`src/rtl/branch_predictor_gen2.sv`:
```
// IF-stage branch predictor: gshare direction (2-bit counters), tagged direct-mapped BTB,
// optional return address stack enabled by defining BP_RAS_EN.
module branch_predictor_gen2 #(
  parameter int unsigned BTB_IDX_W = 4,
  parameter int unsigned PHT_IDX_W = 6,
  parameter int unsigned GHR_W     = 6,
  parameter int unsigned RAS_DEPTH = 4
) (
  input  logic        clk,
  input  logic        rst_n,
  input  logic [31:0] inst_if,
  input  logic [31:0] pc_if,
  input  logic        if_valid,
  input  logic [31:0] pc_id,
  input  logic [31:0] real_bjpc,
  input  logic        ud_BTB,
  input  logic        ud_pdt,
  input  logic        real_br_taken,
  output logic        pre_taken,
  output logic        sel_bj_pc,
  output logic [31:0] pre_bjpc
);

  localparam int unsigned BTB_N = 1 << BTB_IDX_W;
  localparam int unsigned PHT_N = 1 << PHT_IDX_W;
  localparam int unsigned TAG_W = 30 - BTB_IDX_W;

  logic [5:0] op;
  logic [5:0] funct;
  logic       is_j, is_jal, is_jr, is_br, is_bj;

  assign op     = inst_if[31:26];
  assign funct  = inst_if[5:0];
  assign is_j   = (op == 6'b000010);
  assign is_jal = (op == 6'b000011);
  assign is_jr  = (op == 6'b000000) && (funct == 6'b001000);
  assign is_br  = (op == 6'b000100) || (op == 6'b000101);
  assign is_bj  = is_j | is_jal | is_jr | is_br;

  // BTB: only the valid bits need reset; tag/target are qualified by valid.
  logic [BTB_N-1:0] btb_valid;
  logic [TAG_W-1:0] btb_tag [BTB_N];
  logic [31:0]      btb_tgt [BTB_N];
  logic [BTB_IDX_W-1:0] btb_ridx, btb_widx;
  logic                 btb_hit;

  assign btb_ridx = pc_if[BTB_IDX_W+1:2];
  assign btb_widx = pc_id[BTB_IDX_W+1:2];
  assign btb_hit  = is_bj && btb_valid[btb_ridx] && (btb_tag[btb_ridx] == pc_if[31:BTB_IDX_W+2]);

  always_ff @(posedge clk or negedge rst_n) begin
    if (!rst_n)
      btb_valid <= '0;
    else if (ud_BTB)
      btb_valid[btb_widx] <= 1'b1;
  end

  always_ff @(posedge clk) begin
    if (ud_BTB) begin
      btb_tag[btb_widx] <= pc_id[31:BTB_IDX_W+2];
      btb_tgt[btb_widx] <= real_bjpc;
    end
  end

  logic [1:0]           pht [PHT_N];
  logic [GHR_W-1:0]     ghr;
  logic [PHT_IDX_W-1:0] pht_ridx, pht_widx;

  assign pht_ridx  = pc_if[PHT_IDX_W+1:2] ^ PHT_IDX_W'(ghr);
  assign pht_widx  = pc_id[PHT_IDX_W+1:2] ^ PHT_IDX_W'(ghr);
  assign pre_taken = pht[pht_ridx][1];

  always_ff @(posedge clk or negedge rst_n) begin
    if (!rst_n) begin
      ghr <= '0;
      for (int unsigned i = 0; i < PHT_N; i++)
        pht[i] <= 2'b01;
    end else if (ud_pdt) begin
      if (real_br_taken) begin
        if (pht[pht_widx] != 2'b11)
          pht[pht_widx] <= pht[pht_widx] + 2'b01;
      end else if (pht[pht_widx] != 2'b00) begin
        pht[pht_widx] <= pht[pht_widx] - 2'b01;
      end
      ghr <= (ghr << 1) | GHR_W'(real_br_taken);
    end
  end

  logic        ras_hit;
  logic [31:0] ras_top;

`ifdef BP_RAS_EN
  localparam int unsigned SP_W  = $clog2(RAS_DEPTH);
  localparam int unsigned CNT_W = SP_W + 1;

  logic [31:0]      ras [RAS_DEPTH];
  logic [SP_W-1:0]  ras_sp;
  logic [SP_W-1:0]  ras_top_idx;
  logic [CNT_W-1:0] ras_cnt;
  logic             is_jr_ra, ras_empty, ras_full, ras_push, ras_pop;
  logic             unused_bits;

  // ras_sp is the next write slot; when full it already points at the oldest entry.
  assign is_jr_ra    = is_jr && (inst_if[25:21] == 5'd31);
  assign ras_empty   = (ras_cnt == '0);
  assign ras_full    = (ras_cnt == CNT_W'(RAS_DEPTH));
  assign ras_push    = if_valid && is_jal;
  assign ras_pop     = if_valid && is_jr_ra && !ras_empty;
  assign ras_top_idx = ras_sp - SP_W'(1);
  assign ras_top     = ras[ras_top_idx];
  assign ras_hit     = is_jr_ra && !ras_empty;
  assign unused_bits = ^{inst_if[20:6], pc_id[1:0]};

  always_ff @(posedge clk or negedge rst_n) begin
    if (!rst_n) begin
      ras_sp  <= '0;
      ras_cnt <= '0;
    end else if (ras_push) begin
      ras_sp <= ras_sp + SP_W'(1);
      if (!ras_full)
        ras_cnt <= ras_cnt + CNT_W'(1);
    end else if (ras_pop) begin
      ras_sp  <= ras_top_idx;
      ras_cnt <= ras_cnt - CNT_W'(1);
    end
  end

  always_ff @(posedge clk) begin
    if (ras_push)
      ras[ras_sp] <= pc_if + 32'd4;
  end
`else
  logic unused_bits;

  assign ras_hit     = 1'b0;
  assign ras_top     = '0;
  assign unused_bits = ^{if_valid, inst_if[25:6], pc_if[1:0], pc_id[1:0]};
`endif

  always_comb begin
    sel_bj_pc = 1'b0;
    pre_bjpc  = btb_tgt[btb_ridx];
    if (ras_hit) begin
      sel_bj_pc = 1'b1;
      pre_bjpc  = ras_top;
    end else if (is_j || is_jal || is_jr) begin
      sel_bj_pc = btb_hit;
    end else if (is_br) begin
      sel_bj_pc = btb_hit && pre_taken;
    end
  end

endmodule

```
`config.mk`:
```
export PLATFORM = sky130hd
export DESIGN_NAME = branch_predictor_gen2
export DESIGN_NICKNAME = d
export VERILOG_FILES = /design/src/rtl/branch_predictor_gen2.sv
export SDC_FILE = /design/constraint.sdc
export NUM_CORES = 1
export LEC_CHECK = 0
export CORE_ASPECT_RATIO = 1.75
export CORE_UTILIZATION = 57
export CTS_BUF_LIST = sky130_fd_sc_hd__clkbuf_8
export CTS_CLUSTER_SIZE = 12
export DETAILED_ROUTE_END_ITERATION = 12
export GPL_ROUTABILITY_DRIVEN = 0
export GPL_TIMING_DRIVEN = 0
export HOLD_SLACK_MARGIN = 0.05
export PLACE_DENSITY_LB_ADDON = 0.05
export SLEW_MARGIN = 20
export SYNTH_ARGS = -nofsm -noshare
export SYNTH_HDL_FRONTEND = slang
export SYNTH_SLANG_ARGS = --single-unit
```
`constraint.sdc`:
```
create_clock -name clk -period 3.6 [get_ports clk]
set_input_delay 0.36 -clock clk [delete_from_list [all_inputs] [get_ports clk]]
set_output_delay 0.36 -clock clk [all_outputs]
set_load 0.01 [all_outputs]
```
==> results.yml <==
status:
  run_status: "finished, violations left"
  failed_checks: "negative setup slack"
drt:
  wl_per_cell_um: 32.4
  drt_drc_violations_left: 0
  ratio_of_routed_vias_to_standard_cells: 6.51
  drtIter0Drc: 2239
  vias: 23700
  final_routed_wirelength_across_all_metal_layers_mm: 118
  drt_first_pass_iters: 5
  postRouteAntennaNets: 0
clock_tree:
  cts_buffers: 150
  htree_num_levels: 4
  path_clk_slew_ps: 70
  cts_sinks: 1078
  max_buffers_root_to_sink: 3
  cts_tree: "built"
  cts_root_buf: "sky130_fd_sc_hd__clkbuf_8"
  clkLatencyLatePin_ps: 860
pwr:
  power_density_nw_per_um2: 579
  cellLeakagePower_nw: 17.9
  peakVddDrop_mv: 0.389
floorplan:
  top_level_ports: 168
  floorplan.initialDensity: 0.576
  chipHeight_um: 366
  fp.dieArea_um2: 77000
  placement_rows: 133
  placeableCoreArea_um2: 75100
  floorplan.die.width_um: 210
placed_design:
  dp_cells: 3312
  dp.final_hpwl_mm: 78.3
  placedInstanceArea_um2: 47800
  post-place-ws_ps: -1980
  io_buffer_count: 136
critical_path:
  crit_path_cell_trace: "xnor2_2 > buf_6 > nand3_4 > buf_8 > buf_4 > o22ai_1 > nor4_2 > o22ai_1 > nor2_2 > nand2b_1 > ha_4 > mux2i_1 > and2_4 > clkbuf_16 > nand2b_4 > clkbuf_16 > nor2_4 > mux2_4"
  crit_slowest_cell: "sky130_fd_sc_hd__nor4_2"
  critPathMaxStageDelay_ps: 530
  timing.critical_path.to_type: "flip-flop"
  critical_path_class: "reg -> reg"
  startpoint_type: "flip-flop"
  cp.buffers_inverters: 5
  worst-path-max-fanout: 8
  critical_path_required_time_ps: 4320
  critPathArrivalTime_ps: 4820
  cell_class_contributing_the_biggest_share_of_worst_path_delay: "simple AND/OR/NAND/NOR gates"
logic_synthesis:
  syn_area_um2: 43200
  post-synth-top-area-cell: "sky130_fd_sc_hd__edfxtp_1"
  synth-seq-cells: 1078
  synth.top_cell.area_share: 0.644
  yosys_warnings: 0
  syn-mean-instance-area_um2: 20.9
  synth_seq_area_share: 0.733
  asyncSetResetFlopFracSynth: 0.139
  synth_cells: 2073
  mappedNetlistNets: 2209
  dominant_synthesized_flop_cell: "sky130_fd_sc_hd__edfxtp_1"
  synth_cell_types: 63
  netlist_top_cells_area: "sky130_fd_sc_hd__edfxtp_1 64%, sky130_fd_sc_hd__mux4_2 15%, sky130_fd_sc_hd__dfrtp_1 5.0%"
  synth-edff-count: 928
global_route:
  first_global_vias: 25300
  grt_antenna_before_repair: 8
  total_routing_usage_gr: 0.318
  grt-ovfl-total: 0
  maximum_number_of_pins_on_one_net_before_global_route_repair: 79
  first_pass_grt_wire_length_mm: 171
sta:
  timing.final.max_slew_violations: 0
  worst_slew_margin_rel: 0.400
  setup-tns-final_ps: -54130
  post_layout_minimum_cycle_time_ps: 4100
  timing.final.ws_setup_ps: -500
  final-setup-viol-count: 130
  fin_skew_ps: 29.7
  worst-slew-pin-transition_ps: 897
  grt_setup_unrepaired: "true"
  max_clk_rate_ghz: 0.244
  final_min_period_over_clock_period: 1.14
  holdWs_ps: 103
  final_hold_viol_count: 0
worst_hold_path:
  path_class_of_the_lowest_slack_min_delay_path: "in -> async"
job:
  drv.max_cap_violation_count: 0
finish:
  ff_latch_area_um2: 31700
  drive_above_1_share: 0.426
  num-fill-cells: 4555
  fin_cells: 3645
  area_growth_syn_to_layout_pct: 22.9
  most_frequent_cells_in_the_layout: "928 x sky130_fd_sc_hd__edfxtp_1, 285 x sky130_fd_sc_hd__mux4_2, 166 x sky130_fd_sc_hd__clkbuf_8, 130 x sky130_fd_sc_hd__mux2_4, 129 x sky130_fd_sc_hd__clkdlybuf4s50_1"
  most_common_cell_after_layout_fill_and_taps_aside: "sky130_fd_sc_hd__edfxtp_1"
  multiInputGateArea_um2: 12600
  finish.net_count: 2654
  finalInstanceArea_um2: 53100
registers in the layout, indices dropped and copies added (netlist names), named ones only:
| name | cells |
|---|---|
| pht | 64 |
| btb_valid | 16 |
| btb_tag | 416 |
| btb_tgt | 512 |
| ghr | 6 |
synthesized netlist by cell type (9+ instances only):
library cell,n
sky130_fd_sc_hd__nand3_1,9
sky130_fd_sc_hd__buf_4,13
sky130_fd_sc_hd__nand2b_1,16
sky130_fd_sc_hd__nand2_1,23
sky130_fd_sc_hd__or2_2,19
sky130_fd_sc_hd__dfrtp_1,86
sky130_fd_sc_hd__xor2_1,22
sky130_fd_sc_hd__o21ai_0,12
sky130_fd_sc_hd__xnor2_1,34
sky130_fd_sc_hd__clkbuf_1,34
sky130_fd_sc_hd__mux2i_1,41
sky130_fd_sc_hd__edfxtp_1,928
sky130_fd_sc_hd__or4_1,9
sky130_fd_sc_hd__nor2_1,89
sky130_fd_sc_hd__nor3_1,20
sky130_fd_sc_hd__o22ai_1,60
sky130_fd_sc_hd__mux2_2,140
sky130_fd_sc_hd__nor4_1,13
sky130_fd_sc_hd__buf_1,25
sky130_fd_sc_hd__dfstp_2,64
sky130_fd_sc_hd__mux4_2,285
sky130_fd_sc_hd__buf_2,26
metal layers:
metal / routed length (µm) / vias up / GRT usage
li1: - / 9502 / -
met1: 41700 / 12600 / 0.384
met2: 61600 / 1273 / 0.540
met3: 8210 / 377 / 0.0626
met4: 6700 / 8 / 0.171
met5: 52 / - / 0
through the flow:
step           utilization  power (mW)
2_1_floorplan            -        17.9
3_3_place_gp         0.614        19.7
3_5_place_dp         0.637        19.9
4_1_cts              0.706        30.6
5_1_grt              0.708        31.6
6_report             0.708        30.7
path summary, 6_finish.rpt:
| kind | to | depth (start not counted) | from | slack, ps |
|---|---|---|---|---|
| min in group clk | btb_tag[4][9]$_DFFE_PP_ | 2 | pc_id[2] | 110 |
| max in group asynchronous | asynchronous set/reset pin | 3 | rst_n | 2670 |
| hold / removal | pht[105]$_DFFE_PN0P_ | 2 | rst_n | 100 |
| setup / recovery | pht[89]$_DFFE_PN0P_ | 18 | ghr[0]$_DFFE_PN0P_ | -500 |
| setup reg to reg | pht[89]$_DFFE_PN0P_ | 18 | ghr[0]$_DFFE_PN0P_ | -500 |
| hold reg to reg | btb_valid[11]$_DFFE_PN0P_ | 1 | btb_valid[11]$_DFFE_PN0P_ | 470 |
area by class of cell:
cell class / instances / share of cell area
plain buffers: 103 / 0.0192
flip-flops and latches: 1078 / 0.597
inverters: 10 / 0.000801
diodes: 2 / 0.0000942
multi-input cells: 879 / 0.238
well taps: 1012 / 0.0238
clock buffers: 163 / 0.0422
clock inverters: 102 / 0.0110
repair buffers: 296 / 0.0684
what timing repair did:
action,4_1_cts,5_1_grt
resized for setup,517,26
hold buffers,3,0
buffers inserted,57,8
pin swaps,41,10
gates cloned,2,0
hold endpoints to repair,130,0
setup endpoints to repair,162,134
kinds of logic (layout without fill, tap and decap cells):
family / Yosys count / after routing / share of synthesized area
AO/OA/AOI/OAI: 125 / 125 / 0.0198
AND/OR/NAND/NOR: 230 / 230 / 0.0274
adder cells (fa/ha/maj): 2 / 2 / 0.000579
flip-flops: 1078 / 1078 / 0.733
multiplexers: 466 / 466 / 0.194
buffers and inverters: 116 / 674 / 0.0133
other: 0 / 2 / 0
XOR/XNOR: 56 / 56 / 0.0113
where the power goes:
| group | internal, mW | switching [mW] |
|---|---|---|
| registers | 14.6 | 0.569 |
| clock network | 4.54 | 4.60 |
| logic | 3.04 | 3.38 |
Note: power is estimated with default switching activity, not from simulation.
==> RTL edit: new RTL, config.mk and constraints unchanged <==
Register the output `pre_bjpc`; this adds one clock of latency there. The other outputs are not delayed to match.
--- a/src/rtl/branch_predictor_gen2.sv
+++ b/src/rtl/branch_predictor_gen2.sv
@@ -25,4 +25,6 @@
   localparam int unsigned PHT_N = 1 << PHT_IDX_W;
   localparam int unsigned TAG_W = 30 - BTB_IDX_W;
+
+  logic [31:0] pre_bjpc_d;
 
   logic [5:0] op;
@@ -140,8 +142,8 @@
   always_comb begin
     sel_bj_pc = 1'b0;
-    pre_bjpc  = btb_tgt[btb_ridx];
+    pre_bjpc_d = btb_tgt[btb_ridx];
     if (ras_hit) begin
       sel_bj_pc = 1'b1;
-      pre_bjpc  = ras_top;
+      pre_bjpc_d = ras_top;
     end else if (is_j || is_jal || is_jr) begin
       sel_bj_pc = btb_hit;
@@ -151,4 +153,8 @@
   end
 
+  always_ff @(posedge clk) begin
+    pre_bjpc <= pre_bjpc_d;
+  end
+
 endmodule
 
Check against the original RTL: not equivalent (a bounded check fails within 4 cycles, from zero or initial values and one cycle with rst_n low).
==> RTL edit against the unedited design <==
  * The run ends with design-rule violations, negative setup slack left
  * Synthesized area grew 2.8%
  * Die area up 2.8%
  * Total power grew 2.9%
  * Worst setup slack lost 0.62 ns
  * Sequential share of layout area increased by 0.20 points
  * Final cell count increased by 3.6%
  * Routed wire length up 7.4%
  * Sequential cell count rose by 32
  * Design area is 1.7% higher
==> RTL edit: results (changes against the unedited design) <==
Run status
  • Status: complete, but fails checks (unchanged)
  • Failing checks: design-rule violations, negative setup slack (was negative setup slack)

Final layout
  • Invs w/o clock: 11 (was 10)
  • Antenna Diode Count: 9 (was 2)
  • Register area: 32300 sq um (was 31700 sq um)
  • Fraction of layout cells with a size suffix above 1: 0.393 (was 0.426)
  • Fill cell total of the finished layout: 4970 (was 4555)
  • Clock buf/inv share: 0.0560 (was 0.0532)
  • Finished Core Util: 0.698 (was 0.708)
  • Non-Filler Instances: 3777 (was 3645)
  • Buffer share of cell area: 0.0766 (was 0.0876)
  • Multi-input logic area: 13100 sq um (was 12600 sq um)

Synth
  • Seq/Total Area, Yosys: 0.728 (was 0.733)
  • Most frequent cells after synthesis: edfxtp_1 (928), mux4_2 (293), nor2_1 (115) (was edfxtp_1 (928), mux4_2 (285), mux2_2 (140))
  • Post-synthesis cell type count: 62 (was 63)
  • Asr flop ratio synth: 0.135 (was 0.139)
  • Synth top area cells: edfxtp_1 (63%), mux4_2 (15%), dfrtp_1 (4.8%) (was edfxtp_1 (64%), mux4_2 (15%), dfrtp_1 (5.0%))

CTS
  • CTS buffer count: 155 (was 150)

Global route
  • Initial antenna violation count: 12 (was 8)
  • GRT met3 Usage: 0.0993 (was 0.0626)
  • Global-route wire length before repair: 183000 microns (was 171000 microns)
  • Met2 usage in global routing: 0.558 (was 0.540)

Worst setup path
  • Arr. time, crit path: 5.44 ns (was 4.82 ns)
  • Critical Path Fanout Max: 10 (was 8)

Pwr
  • Comb pwr share: 0.204 (was 0.209)
  • Max IR drop VDD: 0.000598 V (was 0.000389 V)
  • Clock Power Share: 0.303 (was 0.297)
  • Leak: 0.0182 uW (was 0.0179 uW)

Route
  • Wl on met1: 42400 microns (was 41700 microns)
  • Wirelength per Cell: 33.6 microns (was 32.4 microns)
  • Drc violations: 4 (was 0)
  • DRT iter0 DRCs: 2548 (was 2239)

Timing
  • Final setup viols: 130 (unchanged)
  • Final setup margin: -1.12 ns (was -0.500 ns)

Placed design
  • Port buffer count: 135 (was 136)
  • Placed instance area: 49700 sq um (was 47800 sq um)
  • Final HPWL DP: 86200 microns (was 78300 microns)
## RTL edit: worst max-delay path, stage by stage (launching register included)
cell and delay [ns]:
dfrtp_1 0.38, buf_6 0.15, xor2_4 0.48, clkbuf_8 0.32, clkbuf_4 0.28, mux4_2 0.22
nor2_1 0.04, nor2_1 0.26, o22ai_1 0.12, or3_1 0.38, or3_1 0.38, ha_4 0.17
mux2i_1 0.15, nand2_2 0.16, nor2_4 0.19, buf_6 0.16, nand2_8 0.17, nor2_4 0.22
mux2_4 0.31
## RTL edit: logic make-up after synthesis
kind of cell,count (synthesis),share of synthesized area
adders and majority gates,2,0.000563
DFF,1110,0.728
buffers and inverters,121,0.0120
and+or+nand+nor,292,0.0296
muxes,484,0.199
xor gates and xnor gates,50,0.0104
AOI/OAI and AO/OA,135,0.0203
## RTL edit: worst paths after layout
kind | start | endpoint | slack [ns]
max | ghr[2] | pht[23] | -1.12
max reg2reg | ghr[2] | pht[23] | -1.12
min | pc_id[3] | btb_tgt[3][21] | 0.39
min in group asynchronous | rst_n | btb_valid[11] | 0.55
max in group asynchronous | rst_n | asynchronous set/reset pin | 2.28
min reg2reg | btb_valid[14] | btb_valid[14] | 0.47
## RTL edit: stage by stage
stage / total power [uW] / TNS, ns / hold WS, ns / setup WS (ns)
finish: 31600 / -135.28 / 0.392 / -1.12
global placement: 20900 / -5041.57 / 0.446 / -8.55
CTS: 31300 / -110.11 / 0.314 / -0.905
detailed placement: 21200 / -331.86 / 0.341 / -2.94
global route: 32500 / -133.63 / 0.354 / -1.12
floorplan: 18900 / -342.46 / 0.0644 / -1.51
## RTL edit: timing repair
item                                   in CTS  in global routing
buffers inserted                           30                  5
resized for setup                         201                 64
endpoints found under the hold margin     141                  0
hold buffers                                8                  0
setup endpoints to repair                 162                130
pin swaps                                  52                 56
